==> src/rtl/mdu_pkg.sv <==
`default_nettype none
// ============================================================================
// Module  : mdu_pkg
// Purpose : Shared types and constants for the iterative multiply/divide
//           sequencer (mdu_seq) and the execute-stage ALU decoder.
//           - op_e    : 3-bit MDU operation encoding
//           - state_e : sequencer FSM states (FIXIN/FIXOUT only reachable
//                       when MDU_SIGNED_EN is defined)
//           - ALU_ADD / ALU_SUB : shared ALU op codes
// Ports   : none (package)
// Rev     : 1.0  initial release
// ============================================================================
package mdu_pkg;

  localparam int XLEN = 32;

  localparam logic [3:0] ALU_ADD = 4'b0000;
  localparam logic [3:0] ALU_SUB = 4'b1000;

  typedef enum logic [2:0] {
    OP_MUL   = 3'b000,
    OP_MULH  = 3'b001,
    OP_MULHU = 3'b010,
    OP_DIV   = 3'b100,
    OP_DIVU  = 3'b101,
    OP_REM   = 3'b110,
    OP_REMU  = 3'b111
  } op_e;

  typedef enum logic [2:0] {
    ST_IDLE   = 3'd0,
    ST_CALC   = 3'd1,
    ST_DONE   = 3'd2,
    ST_FIXIN  = 3'd3,
    ST_FIXOUT = 3'd4
  } state_e;

  // Bit 2 of the op code separates the divide family from the multiply family.
  function automatic logic op_is_div(input logic [2:0] op);
    return op[2];
  endfunction

  function automatic logic op_is_signed(input logic [2:0] op);
    return (op == OP_MULH) || (op == OP_DIV) || (op == OP_REM);
  endfunction

endpackage
`default_nettype wire

==> src/rtl/mdu_seq.sv <==
`default_nettype none
// ============================================================================
// Module  : mdu_seq
// Purpose : Iterative MUL/MULH/MULHU/DIV/DIVU/REM/REMU sequencer that borrows
//           the shared 32-bit integer ALU, one ALU operation per cycle.
//           Shift-add multiply and restoring divide, ITER iterations each.
//           Optional macro MDU_SIGNED_EN adds FIXIN/FIXOUT states that take
//           absolute values of operands and re-apply the result sign; without
//           it MULH/DIV/REM execute as MULHU/DIVU/REMU.
// Ports   : clk_i, rst_ni (async active-low)
//           req_valid_i/req_ready_o, op_i, rs1_i, rs2_i : request
//           flush_i                                     : synchronous abort
//           alu_op_o, alu_a_o, alu_b_o, alu_data_i      : shared ALU access
//           alu_busy_o                                  : ALU ownership
//           resp_valid_o/resp_ready_i, result_o         : response
// Rev     : 1.0  initial release
// ============================================================================
module mdu_seq #(
  parameter int XLEN = mdu_pkg::XLEN,
  parameter int ITER = XLEN
) (
  input  logic            clk_i,
  input  logic            rst_ni,
  input  logic            req_valid_i,
  output logic            req_ready_o,
  input  logic [2:0]      op_i,
  input  logic [XLEN-1:0] rs1_i,
  input  logic [XLEN-1:0] rs2_i,
  input  logic            flush_i,
  output logic [3:0]      alu_op_o,
  output logic [XLEN-1:0] alu_a_o,
  output logic [XLEN-1:0] alu_b_o,
  input  logic [XLEN-1:0] alu_data_i,
  output logic            alu_busy_o,
  output logic            resp_valid_o,
  input  logic            resp_ready_i,
  output logic [XLEN-1:0] result_o
);
  import mdu_pkg::*;

  localparam int CW = $clog2(ITER);

  state_e          state, state_nx;
  logic [2:0]      op_q;
  logic [XLEN-1:0] hi, lo;       // mul: {hi,lo} product/multiplier; div: hi=rem, lo=dividend->quotient
  logic [XLEN-1:0] opb;          // multiplicand or divisor
  logic [CW-1:0]   cnt;

  logic            accept, div0, last, take, carry;
  logic [XLEN-1:0] shifted, calc_hi, calc_lo, fin_res;

`ifdef MDU_SIGNED_EN
  logic            neg_a_pend, neg_b_pend, neg_res, sgn_req;
  logic [XLEN-1:0] fix_res;
  assign sgn_req = op_is_signed(op_i);
`endif

  assign req_ready_o  = (state == ST_IDLE);
  assign resp_valid_o = (state == ST_DONE);
  assign alu_busy_o   = (state != ST_IDLE) && (state != ST_DONE);

  assign accept = req_valid_i && (state == ST_IDLE) && !flush_i;
  assign div0   = op_is_div(op_i) && (rs2_i == '0);
  assign last   = (cnt == CW'(ITER - 1));

  always_comb begin
    state_nx = state;
    alu_op_o = ALU_ADD;
    alu_a_o  = '0;
    alu_b_o  = '0;
    calc_hi  = hi;
    calc_lo  = lo;
    shifted  = '0;
    take     = 1'b0;
    carry    = 1'b0;
`ifdef MDU_SIGNED_EN
    fix_res  = '0;
`endif
    unique case (state)
      ST_IDLE: begin
        if (accept) begin
          if (div0) begin
            state_nx = ST_DONE;
`ifdef MDU_SIGNED_EN
          end else if (sgn_req && (rs1_i[XLEN-1] || rs2_i[XLEN-1])) begin
            state_nx = ST_FIXIN;
`endif
          end else begin
            state_nx = ST_CALC;
          end
        end
      end
      ST_CALC: begin
        if (op_is_div(op_q)) begin
          // Restoring step: the bit shifted out of rem forces acceptance,
          // since the 33-bit partial remainder then exceeds any divisor.
          shifted  = {hi[XLEN-2:0], lo[XLEN-1]};
          alu_op_o = ALU_SUB;
          alu_a_o  = shifted;
          alu_b_o  = opb;
          take     = hi[XLEN-1] || (shifted >= opb);
          calc_hi  = take ? alu_data_i : shifted;
          calc_lo  = {lo[XLEN-2:0], take};
        end else begin
          alu_op_o = ALU_ADD;
          alu_a_o  = hi;
          alu_b_o  = opb;
          if (lo[0]) begin
            carry   = (alu_data_i < hi);
            calc_hi = {carry, alu_data_i[XLEN-1:1]};
            calc_lo = {alu_data_i[0], lo[XLEN-1:1]};
          end else begin
            calc_hi = {1'b0, hi[XLEN-1:1]};
            calc_lo = {hi[0], lo[XLEN-1:1]};
          end
        end
        if (last) begin
`ifdef MDU_SIGNED_EN
          state_nx = neg_res ? ST_FIXOUT : ST_DONE;
`else
          state_nx = ST_DONE;
`endif
        end
      end
      ST_DONE: begin
        if (resp_ready_i) state_nx = ST_IDLE;
      end
`ifdef MDU_SIGNED_EN
      ST_FIXIN: begin
        // Dividend/multiplicand first, then divisor/multiplier.
        alu_op_o = ALU_SUB;
        if (neg_a_pend) alu_b_o = op_is_div(op_q) ? lo : opb;
        else            alu_b_o = op_is_div(op_q) ? opb : lo;
        state_nx = (neg_a_pend && neg_b_pend) ? ST_FIXIN : ST_CALC;
      end
      ST_FIXOUT: begin
        alu_op_o = ALU_SUB;
        alu_b_o  = fin_res;
        // Upper half of a negated 64-bit product: -{hi,lo} borrows into hi
        // unless lo is zero, leaving ~hi.
        if (!op_is_div(op_q) && (lo != '0)) fix_res = ~hi;
        else                                fix_res = alu_data_i;
        state_nx = ST_DONE;
      end
`endif
      default: state_nx = ST_IDLE;
    endcase
    if (flush_i) state_nx = ST_IDLE;
  end

  // Result selection from the (next) hi/lo values: lo for MUL/quotient,
  // hi for high product/remainder.
  always_comb begin
    if (op_is_div(op_q)) fin_res = op_q[1] ? calc_hi : calc_lo;
    else                 fin_res = (op_q[1:0] == 2'b00) ? calc_lo : calc_hi;
  end

  always_ff @(posedge clk_i or negedge rst_ni) begin
    if (!rst_ni) begin
      state    <= ST_IDLE;
      op_q     <= '0;
      hi       <= '0;
      lo       <= '0;
      opb      <= '0;
      cnt      <= '0;
      result_o <= '0;
`ifdef MDU_SIGNED_EN
      neg_a_pend <= 1'b0;
      neg_b_pend <= 1'b0;
      neg_res    <= 1'b0;
`endif
    end else begin
      state <= state_nx;
      unique case (state)
        ST_IDLE: begin
          if (accept) begin
            op_q <= op_i;
            cnt  <= '0;
            hi   <= '0;
            if (op_is_div(op_i)) begin
              lo  <= rs1_i;
              opb <= rs2_i;
            end else begin
              lo  <= rs2_i;
              opb <= rs1_i;
            end
            if (div0) result_o <= op_i[1] ? rs1_i : '1;
`ifdef MDU_SIGNED_EN
            neg_a_pend <= sgn_req && rs1_i[XLEN-1];
            neg_b_pend <= sgn_req && rs2_i[XLEN-1];
            // REM takes the dividend sign; MULH/DIV take the product sign.
            neg_res    <= sgn_req && ((op_i == OP_REM) ? rs1_i[XLEN-1]
                                                       : (rs1_i[XLEN-1] ^ rs2_i[XLEN-1]));
`endif
          end
        end
        ST_CALC: begin
          hi  <= calc_hi;
          lo  <= calc_lo;
          cnt <= cnt + CW'(1);
          if (last) result_o <= fin_res;
        end
`ifdef MDU_SIGNED_EN
        ST_FIXIN: begin
          if (neg_a_pend) begin
            if (op_is_div(op_q)) lo  <= alu_data_i;
            else                 opb <= alu_data_i;
            neg_a_pend <= 1'b0;
          end else begin
            if (op_is_div(op_q)) opb <= alu_data_i;
            else                 lo  <= alu_data_i;
            neg_b_pend <= 1'b0;
          end
        end
        ST_FIXOUT: begin
          result_o <= fix_res;
        end
`endif
        default: ;
      endcase
    end
  end

endmodule
`default_nettype wire
==> config.mk <==
export PLATFORM = sky130hd
export DESIGN_NAME = mdu_seq
export DESIGN_NICKNAME = d
export VERILOG_FILES = /design/src/rtl/mdu_pkg.sv /design/src/rtl/mdu_seq.sv
export SDC_FILE = /design/constraint.sdc
export NUM_CORES = 1
export LEC_CHECK = 0
export CAP_MARGIN = 15
export CORE_MARGIN = 5
export CORE_UTILIZATION = 41
export CTS_CLUSTER_DIAMETER = 40
export DETAILED_ROUTE_END_ITERATION = 16
export PLACE_DENSITY = 0.65
export SLEW_MARGIN = 0
export SYNTH_ARGS = -nofsm -noshare
export SYNTH_HDL_FRONTEND = slang
export SYNTH_SLANG_ARGS = --single-unit
export TNS_END_PERCENT = 100
==> constraint.sdc <==
create_clock -name clk_i -period 4.25 [get_ports clk_i]
set_input_delay 1.0625 -clock clk_i [delete_from_list [all_inputs] [get_ports clk_i]]
set_output_delay 1.0625 -clock clk_i [all_outputs]
set_load 0.05 [all_outputs]
# --- Word level (Yosys, flattened, before mapping) ---
# Index checks and enable logic that the tools add are counted.
word_totals:
  ff_bits: 139
  in_bits: 104
  output_inout_bits: 103
classes:
  addsub: 1
  magnitude_cmp: 2
  n_eq_ne: 10
  n_mux: 32
  reduce_logical: 15
op_table:
  columns: ["operator", "n"]
  rows:
  - ["$mux W32", 19]
  - ["$pmux W32 S2", 3]
  - ["$ge A32 B32 Y1", 1]
  - ["$logic_not A32 Y1", 1]
  - ["$lt A32 B32 Y1", 1]
  - ["$mux W3", 4]
  - ["$pmux W5 S2", 1]
  - ["$pmux W3 S3", 1]
  - ["$mux W4", 2]
  - ["$ne A3 B2 Y1 const B", 2]
  - ["$add A5 B1 Y5 const B", 1]
  - ["$eq A5 B5 Y1 const B", 1]
  - ["$mux W5", 1]
  - ["$logic_and A1 B1 Y1", 4]
  - ["$ne A2 B1 Y1 const B", 2]
  - ["$reduce_and A2 Y1", 2]
  - ["$reduce_and A4 Y1", 1]
  - ["$eq A3 B1 Y1 const B", 1]
  - ["$eq A3 B2 Y1 const B", 1]
  - ["$logic_not A3 Y1", 1]
  - ["$ne A3 B1 Y1 const B", 1]
  - ["$ne A3 B3 Y1 const B", 1]
  - ["$reduce_and A3 Y1", 1]
  - ["$reduce_bool A3 Y1", 1]
  - ["6 further kinds", 6]

# --- Logic depth before layout (Yosys ltp) ---
logic_depth:
  depth_word: 8
  depth_mapped: 11
  ltp_nobuf: 9

# --- Least setup slack after synthesis ---
# No wires, ideal clock.
synth_timing:
  path_type: "flip-flop to output port"
  startpoint: "register op_q[2]"
  endpoint: "output alu_a_o[23]"
  t_arrival_ns: 1.941
  t_required_ns: 3.188
  path_slack_ns: 1.247
  path_stages_with_launch: 7
  path_buffers: 4
  path_cell_list: "dfrtp_1 buf_2 buf_1 buf_6 buf_2 mux2i_1 nor2_1"
synth_between:
  elab_chain_len: 2
synth_rtl:
  columns: ["item", "line_no", "text"]
  rows:
  - ["from (decl)", "mdu_seq.sv:44", "logic [2:0] op_q;"]
  - ["from (signal assigned)", "mdu_seq.sv:177", "op_q <= op_i;"]
  - ["$mux W32", "mdu_seq.sv:94", "if (op_is_div(op_q)) begin"]
  - ["$mux W32", "mdu_seq.sv:79", "unique case (state)"]
  - ["to (decl)", "mdu_seq.sv:31", "output logic [XLEN-1:0] alu_a_o,"]
# No other way between the ends.

# --- Worst setup path in the final report ---
layout_timing:
  startpoint: "register state[0]"
  endpoint: "output alu_a_o[27]"
layout_between:
  elab_chain_len: 2
layout_rtl:
  columns: ["item", "line_no", "text"]
  rows:
  - ["from (decl)", "mdu_seq.sv:43", "state_e state, state_nx;"]
  - ["from (signal assigned)", "mdu_seq.sv:173", "state <= state_nx;"]
  - ["$eq A3 B1 Y1", "mdu_seq.sv:79", null]
  - ["$mux W32", "mdu_seq.sv:79", null]
# No other way between the ends.

==> results.sh <==
export IMPL_period_share_pct=88.6
export IMPL_ant_nets=0
export IMPL_synthTopCellsByArea="dfrtp_1 31%, mux2i_1 15%, ha_1 7.4%"
export IMPL_clock_skew_ps=12.6
export IMPL_met3_length_mm=2.56
export IMPL_cp_slowest_cell="clkdlybuf4s50_1"
export IMPL_crit_path_max_incr_delay_ps=840
export IMPL_path_class="register to primary output"
export IMPL_clock_sinks=138
export IMPL_rsz0062_at_grt="false"
export IMPL_final_nets=1628
export IMPL_grt_overflow=0
export IMPL_fin_crit_ps=3770
export IMPL_ys_ff_latch=138
export IMPL_maxSlewHeadroom_pct=26.4
export IMPL_die_h_um=174
export IMPL_syn_area_sq_mm=0.0110
export IMPL_power_density_mw_per_mm2=531
export IMPL_clock_latency_ps=430
export IMPL_worst_pin_slew_ps=1100
export IMPL_setup_viol=0
export IMPL_dr_wl_met2_mm=17.8
export IMPL_yosys_area_top_type_share_pct=31.3
export IMPL_htreeDepth=4
export IMPL_num_fill_cells=2547
export IMPL_synth_area_leader_cell="dfrtp_1"
export IMPL_placement_rows=60
export IMPL_hold_violations=0
export IMPL_cts_hold_buf=0
export IMPL_core_sq_mm=0.0267
export IMPL_cts_tree="built"
export IMPL_mostFrequentLayoutCells="200 x clkdlybuf4s50_1, 162 x mux2i_1, 143 x nor2_1"
export IMPL_timing_hold_ws_ps=528
export IMPL_first_iter_violations=823
export IMPL_crit_required_ps=3190
export IMPL_cp_arrival_ps=2700
export IMPL_cts_buffers=17
export IMPL_clock_path_buffers=2
export IMPL_power_leakage_uw=0.00595
export IMPL_grt_antenna_before_repair=2
export IMPL_grt_pass1_wl_mm=61.2
export IMPL_drive_above_1_share_pct=7.21
export IMPL_wirelength_mm=38.4
export IMPL_start_util_pct=41.3
export IMPL_ir_drop_mv=0.259
export IMPL_die_x_um=174
export IMPL_cp_max_fo=74
export IMPL_tns_ps=0
export IMPL_ys_types=56
export IMPL_io_pin_count=207
export IMPL_area_growth_synth_to_final_pct=25.8
export IMPL_grt_pass1_vias=10800
export IMPL_cts_root_buf="clkbuf_16"
export IMPL_start_kind="register"
export IMPL_grt_max_degree=104
export IMPL_grt_usage_pct=25.1
export IMPL_yosysSeqAreaShare_pct=31.3
export IMPL_wl_met1_mm=17.2
export IMPL_viasPerCell=5.92
export IMPL_yosys_warnings=0
export IMPL_drtPass1Iterations=5
export IMPL_vias=10700
export IMPL_hold_path_class="register to register"
export IMPL_outcome="complete, no violations"
export IMPL_slew_violations=0
export IMPL_end_kind="primary output"
export IMPL_drc_errors=0
export IMPL_wl_per_cell_um=21.2
export IMPL_clkTransAtPathRegs_ps=60
export IMPL_maxCapViolCount=0
export IMPL_fmax_ghz=0.266
export IMPL_layout_commonest_cell="clkdlybuf4s50_1"
export IMPL_cts_resized=0
export IMPL_crit_chain="nand2b_4 -> nor2_1 -> clkdlybuf4s50_1"
export IMPL_avgSynthCellArea_sq_um=8.42
export IMPL_synthCells=1310
export IMPL_place_congestion=0.879
export IMPL_postCtsSetupBuffers=0
export IMPL_post_dp_hpwl_mm=27.2
export IMPL_top_layer="met4"
export IMPL_portBuffers=203
export IMPL_die_area_sq_mm=0.0303
export IMPL_finalPower_uw=7360
-- critical path: cells and delay by family, from the launching register on --
family / cells / cell delay, ps
DFF: 1 / 600
and+or+nand+nor: 2 / 810
buffers and inverters: 1 / 840
-- registers in the layout, indices dropped and copies added (netlist names) --
signal,cells
opb,32
state,2
hi,32
result_o,32
lo,32
cnt,5
op_q,3
-- cell usage after synthesis, drive strengths merged --
cell,instances
nand2,122
or3,2
a21oi,90
and4,3
a31oi,1
nand2b,4
nor2b,2
o221ai,62
a2111o,2
o21ai,112
nand4,10
bufbuf,1
and2,32
a2bb2oi,1
a22oi,30
buf,41
and3,1
nor2,146
mux2i,162
o32ai,1
a211oi,2
o211ai,32
a221oi,4
nor4b,2
clkbuf,65
nand3,35
o31a,2
ha,65
nor3,7
nor3b,3
nor4,8
or2,3
a311oi,1
mux2,2
inv,71
xor2,1
conb,1
o22ai,3
o21a,32
dfrtp,138
o31ai,1
a21o,7
-- kinds of logic after synthesis --
group / count (synthesis) / synth area share, %
other: 1 / 0.0340
AND/OR/NAND/NOR: 380 / 15.4
adder cells (fa/ha/maj): 65 / 7.37
buffers and inverters: 178 / 7.29
XOR/XNOR: 1 / 0.0794
multiplexers: 164 / 14.9
flip-flops: 138 / 31.3
AO/OA/AOI/OAI: 383 / 23.6
-- final timing paths --
kind / start / slack (ps) / to / depth (start not counted)
min reg2reg: opb[29] / 530 / opb[29] / 2
max reg2reg: hi[14] / 920 / hi[22] / 9
min: opb[29] / 530 / opb[29] / 2
max: state[0] / 480 / alu_a_o[27] / 3
min in group asynchronous: rst_ni / 630 / opb[3] / 1
max in group asynchronous: rst_ni / 2810 / opb[16] / 2
-- power breakdown --
part	switching [uW]	internal (uW)
logic	2160	1420
clock network	591	921
registers	583	1690
-- per-layer routing --
layer | vias to the layer above | track usage (%)
met3 | 47 | 4.44
met5 | - | 0
met4 | 0 | 7.72
li1 | 5045 | -
met2 | 417 | 40.5
met1 | 5231 | 34.5
-- stage by stage --
step	setup slack, ps	cells	cell area (sq um)	util (%)
floorplan	1250	1312	11000	-
CTS	445	1812	13900	51.9
global route	286	1814	13900	51.9
detailed placement	368	1781	13300	49.7
finish	485	1814	13900	51.9
global placement	465	1781	13300	49.7
-- cell type report --
type,count,area (sq um),share of cell area (%)
multi-input cells,996,6820,49.2
flip-flops and latches,138,3460,24.9
repair buffers,235,2320,16.7
clock buffers,24,492,3.54
well taps,341,427,3.07
inverters,71,267,1.92
clock inverters,7,90.1,0.649
diodes,2,5.00,0.0361
(Power assumes the default switching activity.)
